### src/rtl/min_run_length_encoder.sv
// Run-length encoder for the running-minimum sample stream: folds equal samples
// into {value, length} records and queues them in a small FIFO for the print stage.
module min_run_length_encoder #(
  parameter int DW    = 2,
  parameter int CNT_W = 8,
  parameter int DEPTH = 4
) (
  input  logic             clk,
  input  logic             rst,
  input  logic [DW-1:0]    in_val,
  input  logic             in_valid,
  output logic             in_ready,
  input  logic             flush,
  output logic [DW-1:0]    out_val,
  output logic [CNT_W-1:0] out_len,
  output logic             out_valid,
  input  logic             out_ready,
  output logic             run_open
);

  localparam int PW = (DEPTH > 1) ? $clog2(DEPTH) : 1;
  localparam int CW = PW + 1;
  localparam logic [CNT_W-1:0] MAX_LEN  = {CNT_W{1'b1}};
  localparam logic [CNT_W-1:0] LEN_ONE  = CNT_W'(1);
  localparam logic [CW-1:0]    CNT_ONE  = CW'(1);
  localparam logic [CW-1:0]    CNT_ZERO = {CW{1'b0}};
  localparam logic [CW-1:0]    CNT_FULL = CW'(DEPTH);
  localparam logic [PW-1:0]    PTR_ONE  = PW'(1);

  typedef enum logic [0:0] {
    S_IDLE = 1'b0,
    S_RUN  = 1'b1
  } state_e;

  state_e            state_q;
  logic [DW-1:0]     cur_val_q;
  logic [CNT_W-1:0]  cur_len_q;
  logic              run_open_q;

  logic [DW-1:0]     mem_val_q [DEPTH];
  logic [CNT_W-1:0]  mem_len_q [DEPTH];
  logic [PW-1:0]     wr_ptr_q;
  logic [PW-1:0]     rd_ptr_q;
  logic [CW-1:0]     count_q;
  logic [CW-1:0]     count_d;
  logic              in_ready_q;
  logic              out_valid_q;

  logic              sample_acc;
  logic              flush_acc;
  logic              push;
  logic              pop;

  // Handshake decode; in_ready/out_valid come straight from registered flags.
  assign sample_acc = in_valid & in_ready_q & ~flush;
  assign flush_acc  = flush & in_ready_q;
  assign pop        = out_valid_q & out_ready;

  // A record is closed by a value change, a saturated run, or a flush of an open run.
  always_comb begin
    push = 1'b0;
    case (state_q)
      S_RUN: begin
        if (flush_acc) begin
          push = 1'b1;
        end else if (sample_acc) begin
          if ((in_val != cur_val_q) || (cur_len_q == MAX_LEN)) begin
            push = 1'b1;
          end else begin
            push = 1'b0;
          end
        end else begin
          push = 1'b0;
        end
      end
      S_IDLE:  push = 1'b0;
      default: push = 1'b0;
    endcase
  end

  // Run accumulator FSM; a saturated run restarts at length 1 instead of wrapping.
  always_ff @(posedge clk or negedge rst) begin
    if (!rst) begin
      state_q    <= S_IDLE;
      cur_val_q  <= {DW{1'b0}};
      cur_len_q  <= {CNT_W{1'b0}};
      run_open_q <= 1'b0;
    end else begin
      case (state_q)
        S_IDLE: begin
          if (sample_acc) begin
            state_q    <= S_RUN;
            cur_val_q  <= in_val;
            cur_len_q  <= LEN_ONE;
            run_open_q <= 1'b1;
          end
        end
        S_RUN: begin
          if (flush_acc) begin
            state_q    <= S_IDLE;
            cur_val_q  <= {DW{1'b0}};
            cur_len_q  <= {CNT_W{1'b0}};
            run_open_q <= 1'b0;
          end else if (sample_acc) begin
            if ((in_val == cur_val_q) && (cur_len_q != MAX_LEN)) begin
              cur_len_q <= cur_len_q + LEN_ONE;
            end else begin
              cur_val_q <= in_val;
              cur_len_q <= LEN_ONE;
            end
          end
        end
        default: begin
          state_q    <= S_IDLE;
          cur_val_q  <= {DW{1'b0}};
          cur_len_q  <= {CNT_W{1'b0}};
          run_open_q <= 1'b0;
        end
      endcase
    end
  end

  // Occupancy next-state; simultaneous push and pop leaves the count unchanged.
  always_comb begin
    count_d = count_q;
    case ({push, pop})
      2'b10:   count_d = count_q + CNT_ONE;
      2'b01:   count_d = count_q - CNT_ONE;
      default: count_d = count_q;
    endcase
  end

  // Record FIFO storage, wrapping pointers and registered status flags.
  always_ff @(posedge clk or negedge rst) begin
    if (!rst) begin
      for (int i = 0; i < DEPTH; i++) begin
        mem_val_q[i] <= {DW{1'b0}};
        mem_len_q[i] <= {CNT_W{1'b0}};
      end
      wr_ptr_q    <= {PW{1'b0}};
      rd_ptr_q    <= {PW{1'b0}};
      count_q     <= CNT_ZERO;
      in_ready_q  <= 1'b1;
      out_valid_q <= 1'b0;
    end else begin
      if (push) begin
        mem_val_q[wr_ptr_q] <= cur_val_q;
        mem_len_q[wr_ptr_q] <= cur_len_q;
        wr_ptr_q            <= wr_ptr_q + PTR_ONE;
      end
      if (pop) begin
        rd_ptr_q <= rd_ptr_q + PTR_ONE;
      end
      count_q     <= count_d;
      in_ready_q  <= (count_d != CNT_FULL);
      out_valid_q <= (count_d != CNT_ZERO);
    end
  end

  assign in_ready  = in_ready_q;
  assign out_valid = out_valid_q;
  assign out_val   = mem_val_q[rd_ptr_q];
  assign out_len   = mem_len_q[rd_ptr_q];
  assign run_open  = run_open_q;

endmodule

### config.mk
export PLATFORM = sky130hd
export DESIGN_NAME = min_run_length_encoder
export DESIGN_NICKNAME = d
export VERILOG_FILES = /design/src/rtl/min_run_length_encoder.sv
export SDC_FILE = /design/constraint.sdc
export NUM_CORES = 1
export LEC_CHECK = 0
export ABC_AREA = 0
export ABC_CLOCK_PERIOD_IN_PS = 3400
export CORE_UTILIZATION = 35
export DETAILED_ROUTE_END_ITERATION = 10
export PLACE_DENSITY = 0.48
export SETUP_SLACK_MARGIN = 0.2
export SLEW_MARGIN = 20
export SYNTH_ARGS = -nofsm -noshare
export SYNTH_HDL_FRONTEND = slang
export SYNTH_SLANG_ARGS = --single-unit
### constraint.sdc
create_clock -name clk -period 3.4 [get_ports clk]
set_input_delay 0.85 -clock clk [delete_from_list [all_inputs] [get_ports clk]]
set_output_delay 0.85 -clock clk [all_outputs]
set_load 0.01 [all_outputs]
Word level (Yosys, flattened, before mapping)
Cells that the tools add are included.
{"block": "totals", "latch_bits": 0, "romBits": 0, "mem_count": 0, "ramBits": 0, "in_bits": 7, "regBits": 61, "output_inout_bits": 13}
{"block": "classes", "n_reduce_logical": 7, "n_addsub": 5, "shifts": 0, "div": 0, "n_lt_le_gt_ge": 3, "n_mul": 0, "mux": 33, "n_eq_ne": 11, "bitwise_logic": 8}
{"op": "$mux 8", "n": 7}
{"op": "$bwmux 32", "n": 1}
{"op": "$bmux 8 s2", "n": 1}
{"op": "$demux 8 s2", "n": 1}
{"op": "$pmux 8 s2", "n": 1}
{"op": "$mux 2", "n": 7}
{"op": "$add 8x1->8 const B", "n": 1}
{"op": "$bwmux 8", "n": 1}
{"op": "$eq 8x8->1 const B", "n": 1}
{"op": "$ne 8x8->1 const B", "n": 1}
{"op": "$mux 1", "n": 7}
{"op": "$ge 3x3->1 const B", "n": 2}
{"op": "$ne 3x3->1 const B", "n": 2}
{"op": "$not 2->3", "n": 2}
{"op": "$pmux 1 s2", "n": 3}
{"op": "$pmux 3 s2", "n": 1}
{"op": "$add 2x1->2 const B", "n": 2}
{"op": "$and 1x1->1", "n": 4}
{"op": "$bmux 2 s2", "n": 1}
{"op": "$demux 2 s2", "n": 1}
{"op": "$pmux 2 s2", "n": 1}
{"op": "$reduce_and 2->1", "n": 2}
{"op": "$add 3x1->3 const B", "n": 1}
{"op": "$lt 3x1->1 const B", "n": 1}
{"op": "other kinds (13)", "n": 15}

Depth between registers and ports, before layout
{"block": "logic_depth", "ltp_word": 9, "depth_mapped": 11, "ltp_nobuf": 10}

Worst setup path before layout
Ideal clock, no wire load.
{"block": "synth_path", "kind": "input -> register", "from": "in in_val[0]", "to": "reg out_valid_q, in the netlist out_valid", "t_arrival_ps": 2592, "t_required_ps": 3279, "setup_slack_ps": 686, "setup_time_ps": 121, "stages": 9, "cell_sequence": "xor2_1 a211oi_2 buf_6 o21a_4 ha_1 fa_1 mux2_2 nor2_1 nand2b_1"}
{"block": "synth_via", "elab_chain_len": 9}
{"item": "start: declaration", "line": "10", "source": "input logic [DW-1:0] in_val,"}
{"item": "$ne 2x2->1 *", "line": "67", "source": "if ((in_val != cur_val_q) || (cur_len_q == MAX_LEN)) begin"}
{"item": "$logic_or 1x1->1 *", "line": "67"}
{"item": "$mux 1 *", "line": "67"}
{"item": "$mux 1 *", "line": "66", "source": "end else if (sample_acc) begin"}
{"item": "$mux 1 *", "line": "64", "source": "if (flush_acc) begin"}
{"item": "$pmux 1 s2 *", "line": "62", "source": "case (state_q)"}
{"item": "$eq 2x1->1 or $eq 2x2->1 (tied branches)", "line": "126", "source": "case ({push, pop})"}
{"item": "$pmux 3 s2 *", "line": "126"}
{"item": "net count_d[1]", "line": "45", "source": "logic [CW-1:0] count_d;"}
{"item": "$reduce_bool 3->1 *", "line": "156", "source": "out_valid_q <= (count_d != CNT_ZERO);"}
{"item": "end signal: assignment", "line": "156"}
{"item": "end: declaration", "line": "47", "source": "logic out_valid_q;"}
Mark *: on every way through the listed nets, which the timed path passes. The rest lies on a longest branch.
A chain may end at the register's enable or synchronous reset.

Worst setup path after layout
{"block": "layout_path", "from": "reg rd_ptr_q[1]", "to": "out out_val[1]"}
{"block": "layout_via", "elab_chain_len": 4}
{"item": "start: declaration", "line": "43", "source": "logic [PW-1:0] rd_ptr_q;"}
{"item": "start signal: assignment", "line": "141", "source": "rd_ptr_q <= {PW{1'b0}};"}
{"item": "start signal: assignment", "line": "152", "source": "rd_ptr_q <= rd_ptr_q + PTR_ONE;"}
{"item": "$not 2->3 (implied by the code)", "line": "162", "source": "assign out_val = mem_val_q[rd_ptr_q];"}
{"item": "$bmux 2 s2", "line": "162"}
{"item": "$mux 2 (implied by the code) (2 in series)", "line": "162"}
{"item": "end: declaration", "line": "14", "source": "output logic [DW-1:0] out_val,"}
No other way between the ends. The select of a mux whose other input is x is not followed.

==> key figures <==
Clocking
  – CTS tree: built
  – CTS buffer count: 9
  – Sink Count: 61
  – CTS HTree Levels: 3
  – CTS max path bufs: 2
  – # resized after CTS: 0
  – Cts hold-fix bufs: 0
  – # Post-CTS Setup Buffers: 0
  – Clk Latency, worst-skew pair: 0.35 ns
  – CTS Root Cell: clkbuf_8
  – Clock slew at reported path FFs: 0.07 ns

Setup path
  – Worst EP arrival: around 2.1 ns
  – Kind of critical path: reg -> out
  – CP max FO: 11
  – Setup crit end kind: output pin
  – Reg2reg path depth: 9
  – Slowest stage delay, CP: 0.83 ns
  – CP Cell Sequence: mux4_2 > clkdlybuf4s50_1
  – Slowest cell on the critical path: dfrtp_1
  – Worst path required time: 2.55 ns
  – Reg2reg start: cur_len_q[0]
  – R2R Path End: out_valid
  – Startpoint Class: register
  – R2R Setup Slk: 0.73 ns

Layout
  – Fraction of layout cells with a size suffix above 1: under 10%
  – # fillers: around 1100
  – Post-Layout Cell Count: a little over 600
  – Number of inserted diodes: 0
  – Post-layout util: around two fifths
  – Design Area, Final: 4380 um^2
  – Layout area overhead: 12.7%
  – Final #Nets: 480

Routing
  – Final ANT Viol Nets: 0
  – First drt pass iteration count: 4
  – Vias/cell: 5.66
  – Initial DRC Count: 217
  – Routed len/inst: 17.0 um
  – Vias: 3459
  – Drt drc: 0
  – Post-Route WL: approximately 10 mm

GRT
  – Vias in the first global route: 3185
  – Largest net degree at the start of global routing: 84
  – Gr usage total: approximately a fifth
  – Initial antenna violation count: 0
  – Grt ovf: 0
  – First-pass GRT wire length: ~17 mm

Worst hold path
  – Hold Startpoint: count_q[2]
  – Worst min-delay path class: reg -> reg
  – Worst Hold Path EP: count_q[2]
  – WHS Path Cells: 1

Floorplanning
  – Row cnt: 38
  – Core area: around 11000 um^2
  – Initial Util: 35.9%
  – Die Wd: between 100 and 150 um
  – I/O pin total: 20
  – Die height: 107 um
  – Die area: 11500 um^2

Yosys
  – Top cells by instance count after synthesis: nand2_1 (91), dfrtp_1 (60), nor2_1 (49)
  – Gate Count Post-Synth: about 470
  – Mapped Nets: 483
  – Average cell area after synthesis: 8.29 um^2
  – Synth area leaders: dfrtp_1 (39%), nand2_1 (8.8%), o22ai_1 (6.8%), mux4_2 (5.8%), a21oi_1 (5.7%)
  – Area of the mapped netlist: between 3000 and 4000 um^2
  – Largest family of logic cells by synthesized area: compound AO/OA/AOI/OAI gates
  – Xor-xnor portion of the synthesized cell area: 3.15%
  – Simple-gate share of the synthesized area: between 10% and 20%
  – Post-synthesis cell type count: 37
  – Synth Area in Compound Gates: 24.2%
  – Synth Flop Type: dfrtp_1
  – Area leader, netlist: dfrtp_1
  – YS warnings: 0
  – Synth Register Bits: approximately 60
  – Post-synth EDFFs: 0
  – Post-synth ARST share: 100%
  – Most frequent cell after synthesis: nand2_1
  – Seq/Total Area, Yosys: 39.3%
  – Post-synthesis adder-cell area fraction: under 10%
  – Mux share of post-synthesis cell area: under 10%
  – Share of the synthesized area in the top cell type: a little under 40%

Power
  – Psw: 1.46 mW
  – P_int: approximately 2.2 mW
  – Power Dens Cells: 829 nW/um^2
  – Logic gate share of total power: 46.7%
  – Sw Share: 40.1%
  – Sequential share of power: around a third
  – Worst vdd ir: around 0.00042 V
  – Total power: 3.63 mW
  – Clock power frac: between 20% and 30%
  – Leak Pwr: 1.78 nW

Timing
  – Hold Violations, Final: 0
  – Setup TNS Final: 0 ns
  – Worst slew margin: 37.2%
  – RSZ-0062 raised after global routing: false
  – Worst-Margin Slew: around 0.94 ns
  – Setup Skew: ~0.0066 ns
  – Period minus WS final: roughly 3 ns
  – Endpoints failing setup: 0
  – FMAX: 338 MHz
  – Setup ws final: 0.442 ns
  – Period utilisation layout: 87.0%
  – Hold_ws: 0.471 ns
  – Slew Limit Fails: 0

Placement
  – # placed instances: 595
  – IO Port Bufs: 19
  – Dpl hpwl: 6.19 mm
  – RD Place Congestion: 0.744
  – Placed Area: 4140 um^2
  – Placement Setup Slack: around 0.17 ns

Job
  – # Max-Cap Violations: 0

Outcome
  – Status: finished, final reports clean
==> power groups by stage <==
stage	combinational (mW)	sequential, mW	clock, mW
floorplan	1.32	1.06	0
finish	1.70	1.14	0.796
global route	1.90	1.17	0.848
global placement	1.65	1.16	0
detailed placement	1.71	1.15	0
CTS	1.71	1.14	0.820
==> worst max-delay path by stage <==
stage                      end   startpoint  slack, ns
finish              out_val[1]  rd_ptr_q[1]       0.44
global route        out_val[1]  rd_ptr_q[0]       0.38
CTS                 out_val[1]  rd_ptr_q[0]       0.41
detailed placement   out_valid    in_val[0]       0.17
global placement     out_valid    in_val[0]       0.19
floorplan            out_valid    in_val[0]       0.69
==> area by class of cell <==
cell class	instances	area (um^2)	share of cell area, %
Multi-Input combinational cell	322	2020	46.0
Timing Repair Buffer	29	260	5.94
Clock inverter	4	95.1	2.17
Inverter	43	161	3.68
Clock buffer	12	145	3.31
Sequential cell	61	1530	34.9
Tap cell	140	175	4.00
==> sequential cells by signal, summed over array words and instances, names as in the netlist, 2 cells and up <==
| name | count |
|---|---|
| mem_len_q | 32 |
| cur_len_q | 8 |
| mem_val_q | 8 |
| count_q | 3 |
| cur_val_q | 2 |
| rd_ptr_q | 2 |
| wr_ptr_q | 2 |
==> worst max-delay path, delay by kind of cell (launching register included) <==
family	cells	cell delay (ns)
buf+inv	1	0.50
flops	1	0.83
mux	1	0.43
==> cells in the final DEF, fill, tap and decap left out, types with 2 or more instances in the layout <==
| cell type | count |
|---|---|
| a21oi_1 | 44 |
| and2_1 | 2 |
| inv_1 | 43 |
| xor2_1 | 8 |
| buf_4 | 10 |
| dfrtp_1 | 60 |
| bufinv_16 | 3 |
| ha_1 | 6 |
| mux4_2 | 10 |
| and3_1 | 2 |
| o21ai_0 | 2 |
| clkdlybuf4s50_1 | 18 |
| nand2_1 | 90 |
| o22ai_1 | 42 |
| clkbuf_8 | 10 |
| o2111ai_1 | 2 |
| xnor2_1 | 6 |
| o311ai_1 | 20 |
| clkbuf_1 | 2 |
| a31oi_1 | 3 |
| nor2_1 | 49 |
| o311ai_0 | 20 |
==> cells by family after synthesis <==
kind of cell | count (synthesis)
mux | 12
fa+ha+maj | 7
compound gates | 139
simple gates | 150
xor+xnor | 14
flops | 61
buf+inv | 86
==> metal layers <==
metal,track usage [%],routed length [um]
met2,30.3,4870
met3,4.00,441
met5,0,0
met1,26.0,4840
met4,8.32,236
Note: power is estimated with default switching activity, not from simulation.
